===== config.mk =====
export PLATFORM = sky130hd
export DESIGN_NAME = mips_div_flat
export DESIGN_NICKNAME = d
export VERILOG_FILES = /design/src/rtl/mips_div_if.sv /design/src/rtl/mips_div.sv /design/src/flat_wrapper.sv
export SDC_FILE = /design/constraint.sdc
export NUM_CORES = 1
export LEC_CHECK = 0
export ABC_CLOCK_PERIOD_IN_PS = 6800
export CAP_MARGIN = 20
export CORE_MARGIN = 1.5
export CORE_UTILIZATION = 55
export CTS_CLUSTER_DIAMETER = 120
export DETAILED_ROUTE_END_ITERATION = 7
export PLACE_DENSITY = 0.78
export SYNTH_ARGS = -nofsm -noshare
export SYNTH_HDL_FRONTEND = slang
export SYNTH_SLANG_ARGS = --single-unit

===== constraint.sdc =====
create_clock -name clk -period 6.8 [get_ports clk]
set_input_delay 0.68 -clock clk [delete_from_list [all_inputs] [get_ports clk]]
set_output_delay 0.68 -clock clk [all_outputs]
set_load 0.01 [all_outputs]

===== src/rtl/mips_div_if.sv =====
// Handshake and operand bundle between the EX stage and the iterative divider.
interface mips_div_if #(
    parameter int unsigned WIDTH = 32
);
    logic               start;
    logic               signed_div;
    logic [WIDTH-1:0]   a;
    logic [WIDTH-1:0]   b;
    logic               annul;
    logic               stall_all;
    logic               div_stall;
    logic               ready;
    logic [2*WIDTH-1:0] result;

    modport master (
        output start, signed_div, a, b, annul, stall_all,
        input  div_stall, ready, result
    );

    modport slave (
        input  start, signed_div, a, b, annul, stall_all,
        output div_stall, ready, result
    );
endinterface


===== src/rtl/mips_div.sv =====
// Restoring radix-2 divider for DIV/DIVU in EX: one quotient bit per cycle,
// returns {HI=remainder, LO=quotient} and stalls the front of the pipe while busy.
module mips_div #(
    parameter int unsigned WIDTH = 32
) (
    input  logic        clk,
    input  logic        resetn,
    mips_div_if.slave   bus
);
    localparam int unsigned CNT_W = (WIDTH > 1) ? $clog2(WIDTH) : 1;

    typedef enum logic [1:0] {
        IDLE = 2'd0,
        BUSY = 2'd1,
        DONE = 2'd2
    } divState_t;

    divState_t          stateQ;
    divState_t          stateD;

    logic [WIDTH-1:0]   dvdQ;       // dividend shifting out, quotient shifting in
    logic [WIDTH-1:0]   dvsQ;
    logic [WIDTH-1:0]   remQ;
    logic [CNT_W-1:0]   countQ;
    logic               negQuoQ;
    logic               negRemQ;
    logic [2*WIDTH-1:0] resultQ;

    logic               launch;
    logic               zeroDiv;
    logic               lastStep;
    logic [WIDTH-1:0]   aMag;
    logic [WIDTH-1:0]   bMag;
    logic [WIDTH:0]     partial;
    logic               fits;
    logic [WIDTH-1:0]   remNext;
    logic [WIDTH-1:0]   quoNext;
    logic [WIDTH-1:0]   quoFinal;
    logic [WIDTH-1:0]   remFinal;

    // Operand capture and one restoring step
    always_comb begin
        launch   = bus.start & ~bus.annul & (stateQ == IDLE);
        zeroDiv  = (bus.b == '0);
        lastStep = (stateQ == BUSY) & (countQ == CNT_W'(WIDTH - 1));

        aMag = (bus.signed_div & bus.a[WIDTH-1]) ? WIDTH'(-bus.a) : bus.a;
        bMag = (bus.signed_div & bus.b[WIDTH-1]) ? WIDTH'(-bus.b) : bus.b;

        partial = {remQ, dvdQ[WIDTH-1]};
        fits    = (partial >= {1'b0, dvsQ});
        // When the step fits, the true difference is below 2^WIDTH, so the low bits suffice
        remNext = fits ? WIDTH'(partial[WIDTH-1:0] - dvsQ) : partial[WIDTH-1:0];
        quoNext = {dvdQ[WIDTH-2:0], fits};

        quoFinal = negQuoQ ? WIDTH'(-quoNext) : quoNext;
        remFinal = negRemQ ? WIDTH'(-remNext) : remNext;
    end

    // State register
    always_ff @(posedge clk or negedge resetn) begin
        if (!resetn) begin
            stateQ <= IDLE;
        end else begin
            stateQ <= stateD;
        end
    end

    // Next-state logic; annul wins over start and stall_all
    always_comb begin
        stateD = stateQ;
        if (bus.annul) begin
            stateD = IDLE;
        end else begin
            unique case (stateQ)
                IDLE: begin
                    if (bus.start) begin
                        stateD = zeroDiv ? DONE : BUSY;
                    end
                end
                BUSY: begin
                    if (lastStep) begin
                        stateD = DONE;
                    end
                end
                DONE: begin
                    if (!bus.stall_all) begin
                        stateD = IDLE;
                    end
                end
                default: stateD = IDLE;
            endcase
        end
    end

    // Outputs: div_stall must be combinational so the hazard unit holds F/D in the DIV's first EX cycle
    always_comb begin
        bus.div_stall = 1'b0;
        bus.ready     = 1'b0;
        bus.result    = resultQ;
        if (resetn) begin
            bus.div_stall = (bus.start & (stateQ == IDLE)) | (stateQ == BUSY);
        end
        bus.ready = (stateQ == DONE) & ~bus.annul;
    end

    // Datapath registers; the iteration keeps running through stall_all
    always_ff @(posedge clk or negedge resetn) begin
        if (!resetn) begin
            dvdQ    <= '0;
            dvsQ    <= '0;
            remQ    <= '0;
            countQ  <= '0;
            negQuoQ <= 1'b0;
            negRemQ <= 1'b0;
            resultQ <= '0;
        end else if (launch) begin
            if (zeroDiv) begin
                resultQ <= {bus.a, {WIDTH{1'b1}}};
            end else begin
                dvdQ    <= aMag;
                dvsQ    <= bMag;
                remQ    <= '0;
                countQ  <= '0;
                negQuoQ <= bus.signed_div & (bus.a[WIDTH-1] ^ bus.b[WIDTH-1]);
                negRemQ <= bus.signed_div & bus.a[WIDTH-1];
            end
        end else if ((stateQ == BUSY) && !bus.annul) begin
            dvdQ   <= quoNext;
            remQ   <= remNext;
            countQ <= countQ + CNT_W'(1);
            if (lastStep) begin
                resultQ <= {remFinal, quoFinal};
            end
        end
    end
endmodule


===== src/flat_wrapper.sv =====
// flat-port wrapper written by rule: the top's interface ports become plain ports
module mips_div_flat 
#(
    parameter int unsigned WIDTH = 32
)
  (clk, resetn, bus_start, bus_signed_div, bus_a, bus_b, bus_annul, bus_stall_all, bus_div_stall, bus_ready, bus_result);
  mips_div_if #(.WIDTH(WIDTH)) bus_i ();
  input  logic clk;
  input  logic resetn;
  input wire logic [$bits(bus_i.start)-1:0] bus_start;
  input wire logic [$bits(bus_i.signed_div)-1:0] bus_signed_div;
  input wire logic [$bits(bus_i.a)-1:0] bus_a;
  input wire logic [$bits(bus_i.b)-1:0] bus_b;
  input wire logic [$bits(bus_i.annul)-1:0] bus_annul;
  input wire logic [$bits(bus_i.stall_all)-1:0] bus_stall_all;
  output wire logic [$bits(bus_i.div_stall)-1:0] bus_div_stall;
  output wire logic [$bits(bus_i.ready)-1:0] bus_ready;
  output wire logic [$bits(bus_i.result)-1:0] bus_result;
  assign bus_i.start = bus_start;
  assign bus_i.signed_div = bus_signed_div;
  assign bus_i.a = bus_a;
  assign bus_i.b = bus_b;
  assign bus_i.annul = bus_annul;
  assign bus_i.stall_all = bus_stall_all;
  assign bus_div_stall = bus_i.div_stall;
  assign bus_ready = bus_i.ready;
  assign bus_result = bus_i.result;
  mips_div #(.WIDTH(WIDTH)) u_core (.clk(clk), .resetn(resetn), .bus(bus_i));
endmodule

==> flow_summary.json, run 1 <==
{
  "swShare_pct": 39.8,
  "holdBufCountCts": 0,
  "cts_tree": "yes",
  "p_clk_share_pct": 28.7,
  "seq_area_frac_synth_pct": 34.4,
  "track_usage_pct": 31.3,
  "powerDensity_nw_per_um2": 240,
  "grt_max_degree": 74,
  "finalMaxSlewViolations": 0,
  "hp-class": "input pin to asynchronous set/reset pin",
  "pre_cts_ws_ps": 1680,
  "ios": 136,
  "p_leak_nw": 6.06,
  "die-height_um": 153,
  "drt-total-wl_um": 35900,
  "post-dp-hpwl_um": 26600,
  "crit_path_start_kind": "flip-flop",
  "synth_area_um2": 12300,
  "ant_nets": 0,
  "rr_startpoint": "u_core.remQ[7]",
  "overflow": 0,
  "final_nets": 1739,
  "htree_levels": 4,
  "setup_violations": 0,
  "antenna_found_initial": 0,
  "diodes": 0,
  "ys_seq_elements": 169,
  "vdd_ir_drop_max_v": 0.000130,
  "fin_crit_ps": 5160,
  "drt-wirelength-per-cell_um": 18.7,
  "die_w_um": 153,
  "cp_max_fo": 41,
  "core_um2": 21900,
  "crit_path_cell_trace": "ha_1, a21oi_1, o21ai_0, a21boi_0, o211a_1, o21ai_4, inv_4, mux2i_1, ha_1, nand2_1, inv_1, nand4_1, nor3_1, o211ai_1, or4b_1, o31ai_4, xor2_1, o22ai_1",
  "nFillCells": 1918,
  "rows": 54,
  "critPathMaxStageDelay_ps": 700,
  "clockBufferDepth": 2,
  "p_comb_share_pct": 34.6,
  "area_growth_syn_to_layout_pct": 16.6,
  "critical_path.slowest_cell": "or4b_1",
  "start_util_pct": 56.2,
  "multiInputGateArea_um2": 7480,
  "yosys_warnings": 0,
  "synth-main-ff-cell": "dfrtp_1",
  "finalClockSkew_ps": 9.65,
  "cp-end-kind": "flip-flop",
  "crit_top_cell": "ha_1",
  "mostFrequentLayoutCells": "197 x nand2_1, 169 x dfrtp_1, 159 x a21oi_1",
  "post-route-period-util_pct": 75.9,
  "outcome": "finished clean",
  "drc": 0,
  "firstDrtPassIters": 5,
  "critPathArrivalTime_ps": 5480,
  "power_frac_seq_pct": 36.7,
  "path_class": "flip-flop to flip-flop",
  "grt_pass1_wl_um": 58600,
  "synth_edf_count": 0,
  "ys_async_sr_fraction_pct": 100,
  "gp_congestion": 0.904,
  "final-hold-violation-count": 0,
  "insertion_delay_ps": 450,
  "vias": 11800,
  "finalSetupTns_ps": 0,
  "drtIter0Drc": 1057,
  "seq_area_um2": 4230,
  "cts-buffers-inserted": 17,
  "intPower_w": 0.00207,
  "cts.sinks": 169,
  "drive_gt1_share_pct": 4.69,
  "slew_headroom_pct": 28.3,
  "worst_slack_ps": 1640,
  "p_switching_w": 0.00137,
  "avgViaCountPerCell": 6.15,
  "layout.cells.non_filler": 1923,
  "layout_commonest_cell": "nand2_1",
  "tightest_slew_ps": 1080,
  "grt_pass1_vias": 11100,
  "fmax_mhz": 194,
  "rsz0062_at_grt": "false",
  "post_cts_buffers": 0,
  "crit_start": "u_core.remQ[7]",
  "syn_avg_cell_area_um2": 7.90,
  "portBuffers": 135,
  "cts_resized": 0,
  "max-cap-violations": 0,
  "syn_inst": 1556,
  "dieArea_um2": 23300,
  "clk_pin_slew_ps": 80,
  "root_buffer": "clkbuf_16",
  "syn_nets": 1665,
  "synth_cell_types": 84,
  "place_inst": 1891,
  "crit_required_ps": 7120
}
-- registers in the layout, summed over array words and instances, names as in the netlist --
signal,cells
u_core.bus.result,64
u_core.countQ,5
u_core.dvdQ,32
u_core.dvsQ,32
u_core.negQuoQ,1
u_core.negRemQ,1
u_core.remQ,32
u_core.stateQ,2
-- cell usage after synthesis, types with 7 or more instances --
cell type | n | area [um^2]
nor2b_1 | 8 | 50.1
o41ai_1 | 7 | 61.3
buf_2 | 15 | 75.1
mux2i_1 | 22 | 220
nor3_1 | 32 | 160
and3_1 | 11 | 68.8
nand2b_1 | 11 | 68.8
o21ai_0 | 150 | 751
buf_1 | 11 | 41.3
or3_1 | 21 | 131
nand2_1 | 197 | 739
a21oi_1 | 159 | 796
xor2_1 | 73 | 639
a211oi_1 | 11 | 82.6
xnor2_1 | 63 | 552
o21ai_1 | 11 | 55.1
and2_1 | 10 | 62.6
o31ai_1 | 22 | 165
a31oi_1 | 21 | 131
o211ai_1 | 16 | 120
nor4_1 | 14 | 87.6
clkbuf_1 | 63 | 236
nor2_1 | 156 | 586
ha_1 | 38 | 475
inv_1 | 58 | 218
or4_1 | 14 | 105
a21o_1 | 11 | 82.6
nand3_1 | 44 | 220
nand4_1 | 16 | 100
dfrtp_1 | 169 | 4230
-- logic make-up (layout without fill, tap and decap cells) --
family	after synthesis	after routing	synth area share, %
XOR/XNOR	136	136	9.68
buffers and inverters	152	239	4.97
adder cells (fa/ha/maj)	39	39	4.03
AND/OR/NAND/NOR	566	566	21.8
flip-flops	169	169	34.4
multiplexers	24	24	1.97
AO/OA/AOI/OAI	470	470	23.2
-- per-layer routing --
| metal | part of all wire [%] | track usage (%) |
|---|---|---|
| met1 | 43 | 42.8 |
| met2 | 46 | 49.6 |
| met3 | 7.2 | 4.78 |
| met4 | 3.8 | 13.1 |
| met5 | 0 | 0 |
-- final timing paths --
| check | cells after the start | end | slack, ps |
|---|---|---|---|
| worst max-delay path | 18 | u_core.bus.result[58] | 1640 |
| worst min-delay path | 1 | u_core.bus.result[31] | 120 |
| worst max register to register | 18 | u_core.bus.result[58] | 1640 |
| worst min register to register | 2 | u_core.dvsQ[19] | 480 |
| max in group asynchronous | 2 | u_core.remQ[1] | 5400 |
| min in group clk | 2 | u_core.dvsQ[19] | 480 |
-- critical path: cells and delay by family (launching register included) --
family          cells  cell delay [ps]
buf+inv             2              460
compound gates      8             1750
xor+xnor            1              170
simple gates        4             1170
flops               1              460
mux                 1              330
fa+ha+maj           2              690
-- area by class of cell --
type / instances / share of cell area (%)
multi-input combinational: 1235 / 52.2
sequential: 169 / 29.5
timing repair buffer: 148 / 10.1
clock buffer: 17 / 2.97
tap: 280 / 2.44
inverter: 59 / 1.56
clock inverter: 15 / 1.26
-- through the flow --
step / power [W] / util, % / hold WS [ps] / instance area, um^2
floorplan: 0.00210 / - / 384 / 12300
global placement: 0.00241 / 62.8 / 462 / 13700
detailed placement: 0.00244 / 62.8 / 476 / 13700
CTS: 0.00342 / 65.5 / 138 / 14300
global route: 0.00364 / 65.5 / 151 / 14300
finish: 0.00344 / 65.5 / 116 / 14300
-- power groups by stage --
stage | clock network (W) | registers (W) | logic, W
finish | 0.000988 | 0.00126 | 0.00119
CTS | 0.000991 | 0.00126 | 0.00117
global route | 0.00104 | 0.00128 | 0.00132
global placement | 0 | 0.00127 | 0.00114
floorplan | 0 | 0.00123 | 0.000877
detailed placement | 0 | 0.00128 | 0.00116
Power figures use the tool's default switching activity.
==> run 2: changes to the inputs <==
ABC_CLOCK_PERIOD_IN_PS = 5200   (was 6800)
clock period = 5.2 ns   (was 6.8 ns; I/O delays follow)
==> flow_summary.json, run 2 (synthesis gave the netlist of run 1 again) <==
{
  "setup_violations": 0,
  "htree_levels": 4,
  "final_nets": 1751,
  "postLayoutCoreUtil_pct": 66.2,
  "seq_area_um2": 4230,
  "vdd_ir_drop_max_v": 0.000218,
  "grt_pass1_wl_um": 58700,
  "rr_worst_depth": 18,
  "core_um2": 21900,
  "clk_pin_slew_ps": 80,
  "post-dp-hpwl_um": 27200,
  "path_class": "flip-flop to flip-flop",
  "rsz0062_at_grt": "false",
  "fmax_mhz": 209,
  "root_buffer": "clkbuf_16",
  "tightest_slew_ps": 888,
  "mostFrequentLayoutCells": "197 x nand2_1, 169 x dfrtp_1, 159 x a21oi_1",
  "powerDensity_nw_per_um2": 314,
  "vias": 11800,
  "drtIter0Drc": 1005,
  "final-hold-violation-count": 1,
  "cts.sinks": 169,
  "antenna_found_initial": 0,
  "multiInputGateArea_um2": 7490,
  "outcome": "finished, violations left",
  "ios": 136,
  "track_usage_pct": 31.6,
  "cts_tree": "yes",
  "drt-wirelength-per-cell_um": 18.9,
  "finalClockSkew_ps": 14.7,
  "drc": 0,
  "drt-total-wl_um": 36600,
  "diodes": 0,
  "cp_max_fo": 11,
  "nFillCells": 1945,
  "cts-buffers-inserted": 17,
  "hp-class": "input pin to asynchronous set/reset pin",
  "crit_path_start_kind": "flip-flop",
  "slew_headroom_pct": 40.3,
  "rr_startpoint": "u_core.remQ[7]",
  "layout.cells.non_filler": 1935,
  "p_leak_nw": 6.14,
  "ff2ff_setup_slack_ps": 420,
  "max-cap-violations": 0,
  "die-height_um": 153,
  "rows": 54,
  "fin_crit_ps": 4780,
  "design_area_um2": 14500,
  "whs_ps": -1.57,
  "grt_max_degree": 130,
  "critPathArrivalTime_ps": 5100,
  "violations": "hold timing",
  "portBuffers": 135,
  "drive_gt1_share_pct": 5.50,
  "avgViaCountPerCell": 6.12,
  "die_w_um": 153,
  "area_growth_syn_to_layout_pct": 17.7,
  "overflow": 0,
  "firstDrtPassIters": 7,
  "cp-end-kind": "flip-flop",
  "insertion_delay_ps": 450,
  "post-route-period-util_pct": 91.8,
  "gp_congestion": 0.953,
  "timing.rr.end": "u_core.bus.result[58]",
  "ant_nets": 0,
  "largest_reg_flops": 64,
  "place_inst": 1900,
  "finalSetupTns_ps": 0,
  "grt_pass1_vias": 11000,
  "layout_commonest_cell": "nand2_1",
  "start_util_pct": 56.2,
  "clockBufferDepth": 2,
  "crit_required_ps": 5530,
  "place_area_um2": 13800,
  "dieArea_um2": 23300,
  "finalMaxSlewViolations": 0
}
-- run 2: stage by stage --
stage,setup slack (ps),total power [W]
finish,424,0.00455
detailed placement,299,0.00320
global route,53.0,0.00481
global placement,502,0.00317
floorplan,235,0.00275
CTS,277,0.00453
-- run 2: worst max path at each step --
stage | startpoint | to | cells past startpoint
after floorplan | u_core.remQ[25] | u_core.bus.result[58] | 23
after global placement | u_core.remQ[7] | u_core.bus.result[58] | 18
after detailed placement | u_core.remQ[7] | u_core.bus.result[58] | 18
after CTS | u_core.remQ[7] | u_core.bus.result[58] | 18
after global routing | u_core.remQ[7] | u_core.bus.result[58] | 18
final | u_core.remQ[7] | u_core.bus.result[58] | 18
-- run 2: repair_timing --
item,CTS,global route
setup buffers,0,3
gates resized for setup,0,2
endpoints found under the setup margin,0,5
hold buffers,0,0
-- run 2: layer usage --
metal | routed length, um | GRT usage [%] | vias up | share of wire (%)
li1 | - | - | 5696 | -
met1 | 16200 | 43.1 | 5593 | 44
met2 | 17300 | 51.9 | 489 | 47
met3 | 2110 | 3.27 | 63 | 5.8
met4 | 1080 | 12.0 | 0 | 2.9
met5 | 0 | 0 | - | 0
-- run 2: cell type report --
cell class	instances	area share, %
clock buffer	17	2.94
clock inverter	15	1.37
inverter	59	1.55
multi-input combinational	1235	51.7
sequential	169	29.2
tap	280	2.42
timing repair buffer	160	10.8
-- run 2: where the power goes --
part / total (W) / switching (W) / internal (W)
combinational: 0.00158 / 0.000971 / 0.000605
sequential: 0.00164 / 0.000177 / 0.00146
clock: 0.00133 / 0.000637 / 0.000697
-- run 2: critical path: stages, from the launching register on --
cell and delay, ps:
dfrtp_1 450, ha_1 430, a21oi_1 290, o21ai_0 190
a21boi_0 290, o211a_2 390, o21ai_4 160, inv_4 90
mux2i_1 280, ha_1 260, nand2_1 90, inv_1 110
nand4_1 170, nor3_1 250, o211ai_1 150, or4b_4 610
o31ai_4 190, xor2_1 170, o22ai_1 90
